===== config.mk =====
export PLATFORM = sky130hd
export DESIGN_NAME = fifo_ctrl
export DESIGN_NICKNAME = d
export VERILOG_FILES = /design/src/rtl/fifo_ctrl.sv
export SDC_FILE = /design/constraint.sdc
export NUM_CORES = 1
export LEC_CHECK = 0
export CAP_MARGIN = 20
export CORE_ASPECT_RATIO = 1.5
export CORE_MARGIN = 2
export CORE_UTILIZATION = 51
export CTS_BUF_LIST = sky130_fd_sc_hd__clkbuf_8
export DETAILED_ROUTE_END_ITERATION = 16
export PLACE_DENSITY = 0.89
export SLEW_MARGIN = 20
export SYNTH_ARGS = -nofsm -noshare
export SYNTH_HDL_FRONTEND = slang
export SYNTH_SLANG_ARGS = --single-unit

===== constraint.sdc =====
create_clock -name Clk -period 3.2 [get_ports Clk]
set_input_delay 0.48 -clock Clk [delete_from_list [all_inputs] [get_ports Clk]]
set_output_delay 0.48 -clock Clk [all_outputs]
set_load 0.01 [all_outputs]

===== src/rtl/fifo_ctrl.sv =====
// rtl/fifo_ctrl.sv - pointer and flag controller for a BRAM FIFO (2^ADDR_WIDTH x 8 dual-port RAM)
// Optional sticky Overflow/Underflow outputs are built when FIFO_CTRL_ERR_EN is defined.
module fifo_ctrl #(
  parameter int ADDR_WIDTH = 5,
  parameter int AF_LEVEL   = 28,
  parameter int AE_LEVEL   = 4
) (
  input  logic                  Clk,
  input  logic                  Rst_n,
  input  logic                  Wr,
  input  logic                  Rd,
  output logic                  WR_en,
  output logic [ADDR_WIDTH-1:0] Write_addr,
  output logic [ADDR_WIDTH-1:0] Read_addr,
  output logic                  Full,
  output logic                  Empty,
  output logic                  Almost_full,
  output logic                  Almost_empty,
  output logic [ADDR_WIDTH:0]   Count
`ifdef FIFO_CTRL_ERR_EN
  ,
  output logic                  Overflow,
  output logic                  Underflow
`endif
);
  localparam int PW = ADDR_WIDTH + 1;
  localparam logic [PW-1:0] AF_THR = PW'(AF_LEVEL);
  localparam logic [PW-1:0] AE_THR = PW'(AE_LEVEL);

  logic [PW-1:0] wr_ptr, rd_ptr;
  logic [PW-1:0] wr_ptr_nxt, rd_ptr_nxt, count_nxt;
  logic          push, pop, full_nxt, empty_nxt;

  // Requests are gated by the registered flags, so a rejected request changes nothing.
  assign push  = Wr & ~Full;
  assign pop   = Rd & ~Empty;
  assign WR_en = push;

  assign Write_addr = wr_ptr[ADDR_WIDTH-1:0];
  assign Read_addr  = rd_ptr[ADDR_WIDTH-1:0];

  always_comb begin
    wr_ptr_nxt = wr_ptr + PW'(push);
    rd_ptr_nxt = rd_ptr + PW'(pop);
    count_nxt  = wr_ptr_nxt - rd_ptr_nxt;
    empty_nxt  = (wr_ptr_nxt == rd_ptr_nxt);
    // Same slot but different wrap bit means the writer is a full lap ahead.
    full_nxt   = (wr_ptr_nxt[PW-1] != rd_ptr_nxt[PW-1]) &&
                 (wr_ptr_nxt[ADDR_WIDTH-1:0] == rd_ptr_nxt[ADDR_WIDTH-1:0]);
  end

  always_ff @(posedge Clk or negedge Rst_n) begin
    if (!Rst_n) begin
      wr_ptr       <= '0;
      rd_ptr       <= '0;
      Count        <= '0;
      Full         <= 1'b0;
      Empty        <= 1'b1;
      Almost_full  <= 1'b0;
      Almost_empty <= 1'b1;
    end else begin
      wr_ptr       <= wr_ptr_nxt;
      rd_ptr       <= rd_ptr_nxt;
      Count        <= count_nxt;
      Full         <= full_nxt;
      Empty        <= empty_nxt;
      Almost_full  <= (count_nxt >= AF_THR);
      Almost_empty <= (count_nxt <= AE_THR);
    end
  end

`ifdef FIFO_CTRL_ERR_EN
  always_ff @(posedge Clk or negedge Rst_n) begin
    if (!Rst_n) begin
      Overflow  <= 1'b0;
      Underflow <= 1'b0;
    end else begin
      if (Wr && Full)  Overflow  <= 1'b1;
      if (Rd && Empty) Underflow <= 1'b1;
    end
  end
`endif

endmodule


==> results of run 1 <==
## final timing paths
kind	depth (start not counted)	slack [ns]	endpoint
setup / recovery	11	0.38	Almost_empty
hold / removal	1	0.54	rd_ptr[0]
setup reg to reg	11	0.60	Almost_empty
hold reg to reg	2	0.55	wr_ptr[5]
max in group asynchronous	2	2.14	Almost_empty
min in group Clk	2	0.55	wr_ptr[5]
## synthesized netlist by cell type (all sizes together)
| library cell | n | area [um2] |
|---|---|---|
| nor4b | 1 | 15.0 |
| fa | 1 | 20.0 |
| maj3 | 1 | 11.3 |
| nor2b | 2 | 12.5 |
| a31o | 1 | 8.76 |
| inv | 11 | 41.3 |
| a21oi | 1 | 5.00 |
| and3 | 1 | 6.26 |
| dfrtp | 20 | 500 |
| nor2 | 5 | 18.8 |
| o2111ai | 1 | 8.76 |
| buf | 10 | 75.1 |
| and2b | 1 | 7.51 |
| nand3 | 6 | 40.0 |
| xor2 | 5 | 66.3 |
| o22ai | 1 | 12.5 |
| o21ai | 3 | 18.8 |
| xnor2 | 10 | 136 |
| o211ai | 1 | 12.5 |
| ha | 6 | 75.1 |
| dfstp | 2 | 52.6 |
| nand2 | 7 | 26.3 |
## registers in the layout, summed over array words and instances (netlist names)
name          flops
Almost_full       1
rd_ptr            6
Full              1
Count             6
Almost_empty      1
Empty             1
wr_ptr            6
## per-stage QoR
step	hold slack, ns	util (%)
finish	0.541	65.8
global route	0.569	65.8
CTS	0.554	65.1
detailed placement	0.531	61.8
global placement	0.519	61.8
floorplan	0.184	-
## final cells by class
cell class                 count  area, um2
multi-input combinational     54        502
timing repair buffer          25        255
inverter                      11       41.3
tap                           23       28.8
sequential                    22        553
fill                         168        756
clock buffer                   3       41.3
clock inverter                 1       30.0
## layer usage
layer / track usage, % / part of all wire, %
met3: 2.31 / 3.1
met4: 8.71 / 4.0
met1: 15.3 / 36
met2: 29.7 / 57
met5: 0 / 0
## cell families after synthesis
| group | Yosys count | share of synthesized area (%) |
|---|---|---|
| adders and majority gates | 8 | 9.08 |
| DFF | 22 | 47.2 |
| buffers and inverters | 21 | 9.94 |
| AOI/OAI and AO/OA | 8 | 5.66 |
| and+or+nand+nor | 23 | 10.8 |
| xor gates and xnor gates | 15 | 17.3 |
## critical path, cell delays in order
cell	delay (ns)
sky130_fd_sc_hd__clkdlybuf4s50_1	0.46
sky130_fd_sc_hd__nor2b_1	0.18
sky130_fd_sc_hd__ha_1	0.23
sky130_fd_sc_hd__ha_1	0.29
sky130_fd_sc_hd__ha_1	0.30
sky130_fd_sc_hd__and2b_1	0.17
sky130_fd_sc_hd__o22ai_2	0.17
sky130_fd_sc_hd__a21oi_1	0.12
sky130_fd_sc_hd__o211ai_2	0.18
sky130_fd_sc_hd__xnor2_1	0.14
sky130_fd_sc_hd__nor4b_2	0.29
==> impl.org, run 1 <==
** Final layout
- Highest-count cells in the layout ignoring fill and taps :: sky130_fd_sc_hd__clkdlybuf4s50_1 (24), sky130_fd_sc_hd__dfrtp_1 (20), sky130_fd_sc_hd__inv_1 (9)
- Layout-stage area growth over the synthesis result :: 23.9%
- The net count of the finished layout is 128.
- Most common cell after layout, fill and taps aside :: sky130_fd_sc_hd__clkdlybuf4s50_1
- The repair_antennas step left the layout with diodes totalling 0.
- Post-route cell area :: 0.00145 mm2
- Final instance count without filler cells :: 139
- Fraction of final layout cells sized beyond drive strength 1 :: 20.7%

** Clocking
- The number of clock buffers added by TritonCTS is 3.
- H-tree depth :: 1
- TritonCTS sink count :: 22
- The root buffer cell chosen for the clock tree is sky130_fd_sc_hd__clkbuf_8.
- After clock tree synthesis, the clock-pin slew on the worst setup and hold paths is 0.08 ns.
- At the later pin of the worst-skew pair, clock insertion delay measures 0.26 ns.
- In this run, post-CTS repair resized a total of 0 instances.
- Hold-fix buffers at CTS :: 0
- Clock tree from TritonCTS :: done
- Buffers inserted by post-CTS timing repair :: 0
- No sink is reached through more buffers than the 2 on the longest clock path.

** Timing
- Transition time of the tightest slew-check pin :: 0.476 ns
- The final-report max-slew violation count came to 0.
- The smallest clock period supported by the final layout is computed as 2.82 ns.
- Final Cycle Share :: 88.2%
- Aggregate negative setup slack :: 0 ns
- The number of hold-slack violations in the final timing report came to 0.
- Setup repair after global routing left no endpoint under its margin.
- Derived from the worst setup path, the maximum achievable clock frequency is 355 MHz.
- Clock skew on the completed layout was measured at 0.00619 ns.
- After layout, the worst setup slack is 0.379 ns.
- Number of setup violations in the final report :: 0
- Relative slew margins :: 68.2%

** Route
- Routed length per placed instance :: 14.5 um
- For this run, the detailed router's first-pass iteration total came to 4.
- Total vias in the final route :: 744
- After detailed routing, the number of remaining DRC violations is 0.
- Dividing the detail-routed via count by the number of cells gives 5.35.
- Residual antenna-violating net count after detailed routing :: 0
- After detailed routing, the total wire length is 2020 um.
- Initial detailed-routing violation count :: 26

** Place
- Routability-driven placement finished with a final weighted congestion of 0.832.
- Post-placement setup slack :: 0.105 ns
- Number of placed instances with taps included :: 134
- Cell area reported after detailed placement :: 0.00137 mm2
- IO Port Bufs :: 24
- The wire-length estimate of the detail-placed layout is 1610 um.

** Yosys
- FF+latch count, synth :: 22
- The cell count after synthesis came out at 97.
- Yosys mapped the design onto 29 distinct sky130hd cell types.
- Warning count from the yosys run :: 0
- Counting every net in the synthesized netlist gives 108.
- Portion of the post-synthesis area used by sequential elements :: 47.2%
- Average footprint of a synthesized cell :: 12.1 um2
- After synthesis the cells add up to 0.00117 mm2.

** GRT
- Wire length of the first global-routing pass :: 3230 um
- The via count of the first global-routing pass came to 768.
- Entering global routing, the biggest net connects 23 pins.
- Global routing used 15.8% of the available tracks.
- Sum of overflow across all layers after global routing :: 0
- Number of antenna violations at the first check in global routing :: 0

** Floorplanning
- Placeable core region :: 0.00221 mm2
- Die ar. :: 0.00270 mm2
- Std-Cell Rows :: 21
- The die is 62.7 um tall.
- Die outline width :: 43.1 um
- The initial utilization of the core area, before any placement, comes to 53.1%.
- Count of pins on the block boundary :: 25

** Flow run
- Across the run, the number of max-cap violations was 0.

** Setup path
- CP endpoint kind :: flop
- By startpoint and endpoint, the worst setup path is classified as input pin to flop.
- In this run the worst setup path begins at Wr.
- In this run the worst path has a maximum fanout of 3.
- The worst setup path is launched from an input pin.
- Crit Reg-Reg Startpoint :: Empty
- STA puts the critical path data required time at 3.38 ns.
- Data arrives at the worst endpoint at 3.00 ns.

** Hold path
- Worst min-delay path category :: input pin to async pin

** Status
- The flow ran to the end, and the final reports show no timing, DRC or antenna violations.
Power of run 1 is left out: the tool's default activity adds up to more than one toggle a clock period on the data nets, which glitch-free logic cannot reach.
==> run 2: changes to the inputs <==
CORE_ASPECT_RATIO = 1.2   (was 1.5)
==> impl.org, run 2 (same netlist as run 1, synthesis figures left out) <==
** Status
- The flow ran to the end, and the final reports show no timing, DRC or antenna violations.

** Floorplanning
- Placeable core region :: 0.00223 mm2
- Die ar. :: 0.00270 mm2
- Die outline width :: 47.7 um
- Initial standard-cell utilization of the core :: 52.4%
- 25 I/O pins were placed.
- The floorplan has 19 rows.
- Die height :: 56.5 um

** Route
- Avg Vias per Cell :: 4.89
- The first detailed-routing pass ran for 3 iterations.
- In this run, the number of DRC markers left after iteration 0 of detailed routing was 7.
- The detailed router placed 714 vias in this run.
- Routed length per placed instance :: 13.3 um
- Wires add up to 1940 um.
- After detailed routing, the number of remaining DRC violations is 0.
- Once detail routing completed, the nets flagged for antenna violations numbered 0.

** Setup path
- Worst path top cell family by delay :: adder cells
- The critical path goes through clkdlybuf4s50_1 -> nor2b_1 -> ha_1 -> ha_1 -> ha_1 -> and2b_1 -> o22ai_2 -> a21oi_1 -> o211ai_2 -> xnor2_1 -> nor4b_2.
- The number of buffers and inverters on the critical path is 1.
- CP endpoint kind :: flop
- Element type at the critical path start :: input pin
- Along the worst path, the maximum fanout reaches 3.
- The cell that appears most often on the critical path is sky130_fd_sc_hd__ha_1.
- Data required time at the worst endpoint :: 3.37 ns
- Among all stages on the critical path, the largest delay is contributed by sky130_fd_sc_hd__clkdlybuf4s50_1.
- STA puts the critical path data arrival time at 3.00 ns.
- On the worst path, the slowest cell contributes a delay of 0.44 ns.
- Setup CP Type :: input pin to flop
- Across all register-to-register paths, the minimum setup slack is 0.56 ns.

** Clocking
- Buffer levels on the longest clock path :: 2
- The number of setup buffers added after CTS is 0.
- Counting the buffers created by CTS gives 3.
- Hold-fix buffers at CTS :: 0
- Resized cells post-CTS :: 0
- Root buffer cell :: sky130_fd_sc_hd__clkbuf_8
- Clock-pin slew was measured on the worst setup and hold paths at 0.07 ns.
- H-tree depth :: 1
- TritonCTS sink count :: 22
- TritonCTS built the clock tree.
- For the worst-skew pair, the clock arrives at the later sink with an insertion delay of 0.26 ns.

** Timing
- Setup violations remaining at the end of the flow were counted as 0.
- Unrepaired setup endpoints after global routing :: no
- Relative slew margins :: 36.5%
- The number of hold-slack violations in the final timing report is 0.
- For the pin with the worst max-slew slack, the measured transition is 0.949 ns.
- Final setup skew :: 0.000869 ns
- Shortest clock period the worst path allows after layout :: 2.83 ns
- Final Cycle Share :: 88.5%
- Final critical-path setup slack :: 0.368 ns
- Aggregate negative setup slack :: 0 ns
- Timing would allow up to 353 MHz.
- The final-report max-slew violation count was 0.

** Hold path
- Worst min-delay path category :: flop to flop

** Place
- IO Port Bufs :: 24
- Gp weighted congestion :: 0.802
- Placed wire-length estimate after detailed placement :: 1520 um
- Timing analysis after detailed placement gives a worst setup slack of 0.128 ns.
- Cell area reported after detailed placement :: 0.00138 mm2

** GRT
- The first global-routing pass estimated 3230 um of wire.
- Global routing used 17.1% of the available tracks.
- Sum of overflow across all layers after global routing :: 0
- Number of global-route vias before repair :: 725
- Entering global routing, the biggest net connects 23 pins.
- The number of antenna violations at the first check in global routing is 0.

** Final layout
- Ant. Diodes :: 0
- Number of nets at the end of the flow :: 127
- Leaving out fill and tap cells, the most frequent cell in the layout is sky130_fd_sc_hd__clkdlybuf4s50_1.
- Post-route cell area :: 0.00143 mm2
- Of the cells placed in the final design, the portion with a size suffix greater than 1 is 20.0%.
- Layout-stage area growth over the synthesis result :: 22.1%
- The largest registers in the layout are Count x6, rd_ptr x6, wr_ptr x6.
- In the layout the commonest cells are sky130_fd_sc_hd__clkdlybuf4s50_1 (24), sky130_fd_sc_hd__dfrtp_1 (20), sky130_fd_sc_hd__inv_1 (9).

** Flow run
- # Max-Cap Violations :: 0
[run 2: cell count changes in the layout (fill, tap and decap cells not counted)]
cell / before / now
sky130_fd_sc_hd__clkbuf_8: 3 / 4
sky130_fd_sc_hd__bufinv_16: 1 / 0
sky130_fd_sc_hd__buf_8: 1 / 0
[run 2: final timing paths]
path / depth (start not counted) / endpoint / start
worst min register to register: 2 / wr_ptr[5] / wr_ptr[5]
worst max-delay path: 11 / Almost_empty / Wr
worst max register to register: 11 / Almost_empty / Empty
worst min-delay path: 2 / wr_ptr[5] / wr_ptr[5]
max in group asynchronous: 1 / wr_ptr[0] / Rst_n
min in group asynchronous: 1 / rd_ptr[0] / Rst_n
[run 2: per-layer routing]
metal	routed length (um)	vias to the layer above	GRT usage (%)	part of all wire (%)
met3	63	8	2.57	3.2
met5	0	-	0	0
li1	-	335	-	-
met2	1040	20	26.3	53
met4	65	0	10.4	3.3
met1	776	351	21.4	40
[run 2: stage by stage]
stage / cells / hold slack [ns] / util (%)
2_1_floorplan: 97 / 0.184 / -
3_3_place_gp: 142 / 0.512 / 61.5
3_5_place_dp: 142 / 0.519 / 61.5
4_1_cts: 146 / 0.540 / 64.0
5_1_grt: 146 / 0.564 / 64.0
6_report: 146 / 0.537 / 64.0
[run 2: worst min-delay path: stages (launching register included)]
cell	delay, ns
sky130_fd_sc_hd__dfrtp_1	0.34
sky130_fd_sc_hd__xor2_1	0.11
sky130_fd_sc_hd__inv_1	0.06
[run 2: layout make-up]
class / instances / area [um2]
clock buffers: 4 / 55.1
inverters: 11 / 41.3
multi-input cells: 54 / 502
flip-flops and latches: 22 / 553
fillers: 192 / 805
repair buffers: 24 / 240
well taps: 31 / 38.8
Power of run 2 is left out for the same reason.
==> run 3: changes to the inputs <==
CORE_MARGIN = 4   (was 2)
==> impl.org, run 3 (same netlist as run 1, synthesis figures left out) <==
** Status
- The run finished with clean final reports.

** Timing
- Timing would allow up to 354 MHz.
- Endpoints failing hold :: 0
- Summed over all failing endpoints, the final setup total negative slack is 0 ns.
- Across the routed clock network, the largest skew measured is 0.00369 ns.
- Unrepaired setup endpoints after global routing :: no
- Relative slew margins :: 34.8%
- Of the available clock period, the critical path in the final layout requires 88.2%.
- Transition time of the tightest slew-check pin :: 0.975 ns
- Max-slew violations :: 0
- Counting I/O delays and the setup requirement, the final critical path takes 2.82 ns.
- Number of setup violations in the final report :: 0

** Floorplanning
- In this run the count of I/O pins placed on the die edge is 25.
- For this configuration, the core starts out at a cell density of 55.3%.
- Die ar. :: 0.00313 mm2
- In this run the vertical extent of the chip is 60.5 um.
- In this run the core area contains 18 standard-cell rows.
- Die outline width :: 51.7 um
- After floorplanning, the core was sized to cover 0.00212 mm2.

** GRT
- Met1 track demand over resource :: 17.3%
- Number of global-route vias before repair :: 749
- Global routing used 15.7% of the available tracks across all layers.
- Number of antenna violations at the first check in global routing :: 0
- Pin count of the biggest net entering global routing :: 23
- Fraction of met2 tracks used by global routing :: 28.9%
- Sum of overflow across all layers after global routing :: 0
- Most Crowded Layer GR :: met2
- Global routing consumed, on the met3 layer, 2.21% of the routing resources.
- The first global-routing pass estimated 3500 um of wire.

** Clocking
- Clock tree synthesis found a total of 22 sinks.
- Clock transition at the registers of the reported paths :: 0.07 ns
- In this run the number of H-tree levels came out at 1.
- Hold-fix buffers at CTS :: 0
- Buffer levels on the longest clock path :: 2
- Worst-Skew Late Latency :: 0.26 ns
- Resized cells post-CTS :: 0
- TritonCTS built the clock tree.
- In this run, CTS created clock tree buffers numbering 3.
- After clock tree synthesis, the setup repair step added 0 buffers.
- Clock tree synthesis selected as its root buffer the cell sky130_fd_sc_hd__clkbuf_8.

** Route
- Avg Vias per Cell :: 5.02
- Total vias in the final route :: 723
- Routed length per placed instance :: 14.6 um
- The detail route stage leaves a number of antenna-violating nets equal to 0.
- Number of iterations in the first detailed-routing pass :: 4
- For this block, the routed nets add up to 2100 um of wire.
- The first routing iteration left 20 violations.
- DRC viols :: 0

** Hold path
- Counting instances, the worst hold path has a depth of 2.
- Worst hold endpoint :: wr_ptr[5]
- Worst min-delay path category :: flop to flop
- Hold path startpoint :: wr_ptr[5]

** Setup path
- The worst setup path is captured at a flop.
- Element type at the critical path start :: input pin
- Data required time at the worst endpoint :: 3.38 ns
- For the worst flop-to-flop path, the logic depth is 11.
- Crit Reg-Reg Startpoint :: Empty
- The critical path is of the input pin to flop type.
- Internal reg-to-reg setup slack :: 0.58 ns
- Data on the critical path arrives at its endpoint at 3.00 ns.
- In this run the critical register-to-register path is captured at Almost_empty.
- Highest net fanout along the worst path :: 3

** Final layout
- Most common cell after layout, fill and taps aside :: sky130_fd_sc_hd__clkdlybuf4s50_1
- Highest-count cells in the layout ignoring fill and taps :: sky130_fd_sc_hd__clkdlybuf4s50_1 (24), sky130_fd_sc_hd__dfrtp_1 (20), sky130_fd_sc_hd__inv_1 (9)
- From synthesis to final layout, the design area changed by 20.8%.
- Ant. Diodes :: 0
- In the final design database the tool counted 127 nets.
- Post-route cell area :: 0.00142 mm2
- Fraction of final layout cells sized beyond drive strength 1 :: 19.3%
- The largest registers in the layout are Count x6, rd_ptr x6, wr_ptr x6.

** Place
- Cell area reported after detailed placement :: 0.00137 mm2
- IO Port Bufs :: 24
- Detailed placement finished with a half-perimeter wire length of 1580 um.
- Gp weighted congestion :: 0.803

** Flow run
- # Max-Cap Violations :: 0
-- run 3: cell count changes in the layout (fill, tap and decap cells not counted), sizes merged --
| cell | change |
|---|---|
| clkbuf | -1 |
-- run 3: cell type report --
type,count,area [um2]
flip-flops and latches,22,553
well taps,30,37.5
clock buffers,3,41.3
fillers,164,702
repair buffers,24,240
inverters,11,41.3
multi-input cells,54,502
-- run 3: worst max-delay path, stage by stage --
cell and delay, ns:
sky130_fd_sc_hd__clkdlybuf4s50_1 0.44, sky130_fd_sc_hd__nor2b_1 0.16, sky130_fd_sc_hd__ha_1 0.23, sky130_fd_sc_hd__ha_1 0.32
sky130_fd_sc_hd__ha_1 0.33, sky130_fd_sc_hd__and2b_1 0.18, sky130_fd_sc_hd__o22ai_2 0.16, sky130_fd_sc_hd__a21oi_1 0.11
sky130_fd_sc_hd__o211ai_2 0.18, sky130_fd_sc_hd__xnor2_1 0.13, sky130_fd_sc_hd__nor4b_2 0.29
-- run 3: worst max-delay path by stage --
stage,startpoint,cells after the start,end
6_report,Wr,11,Almost_empty
5_1_grt,Wr,11,Almost_empty
4_1_cts,Wr,11,Almost_empty
3_5_place_dp,Wr,11,Almost_empty
3_3_place_gp,Wr,11,Almost_empty
2_1_floorplan,Wr,10,Almost_empty
-- run 3: stage by stage --
step	instances	utilization, %	hold slack (ns)	worst slack [ns]
after floorplan	97	-	0.184	0.677
after global placement	141	64.9	0.514	0.239
after detailed placement	141	64.9	0.528	0.148
after CTS	144	66.8	0.546	0.394
after global routing	144	66.8	0.577	0.195
final	144	66.8	0.545	0.377
-- run 3: per-layer routing --
layer / wire [um] / vias up
met5: 0 / -
met1: 778 / 358
met2: 1170 / 27
met4: 46 / 0
met3: 105 / 5
li1: - / 333
Power of run 3 is left out for the same reason.
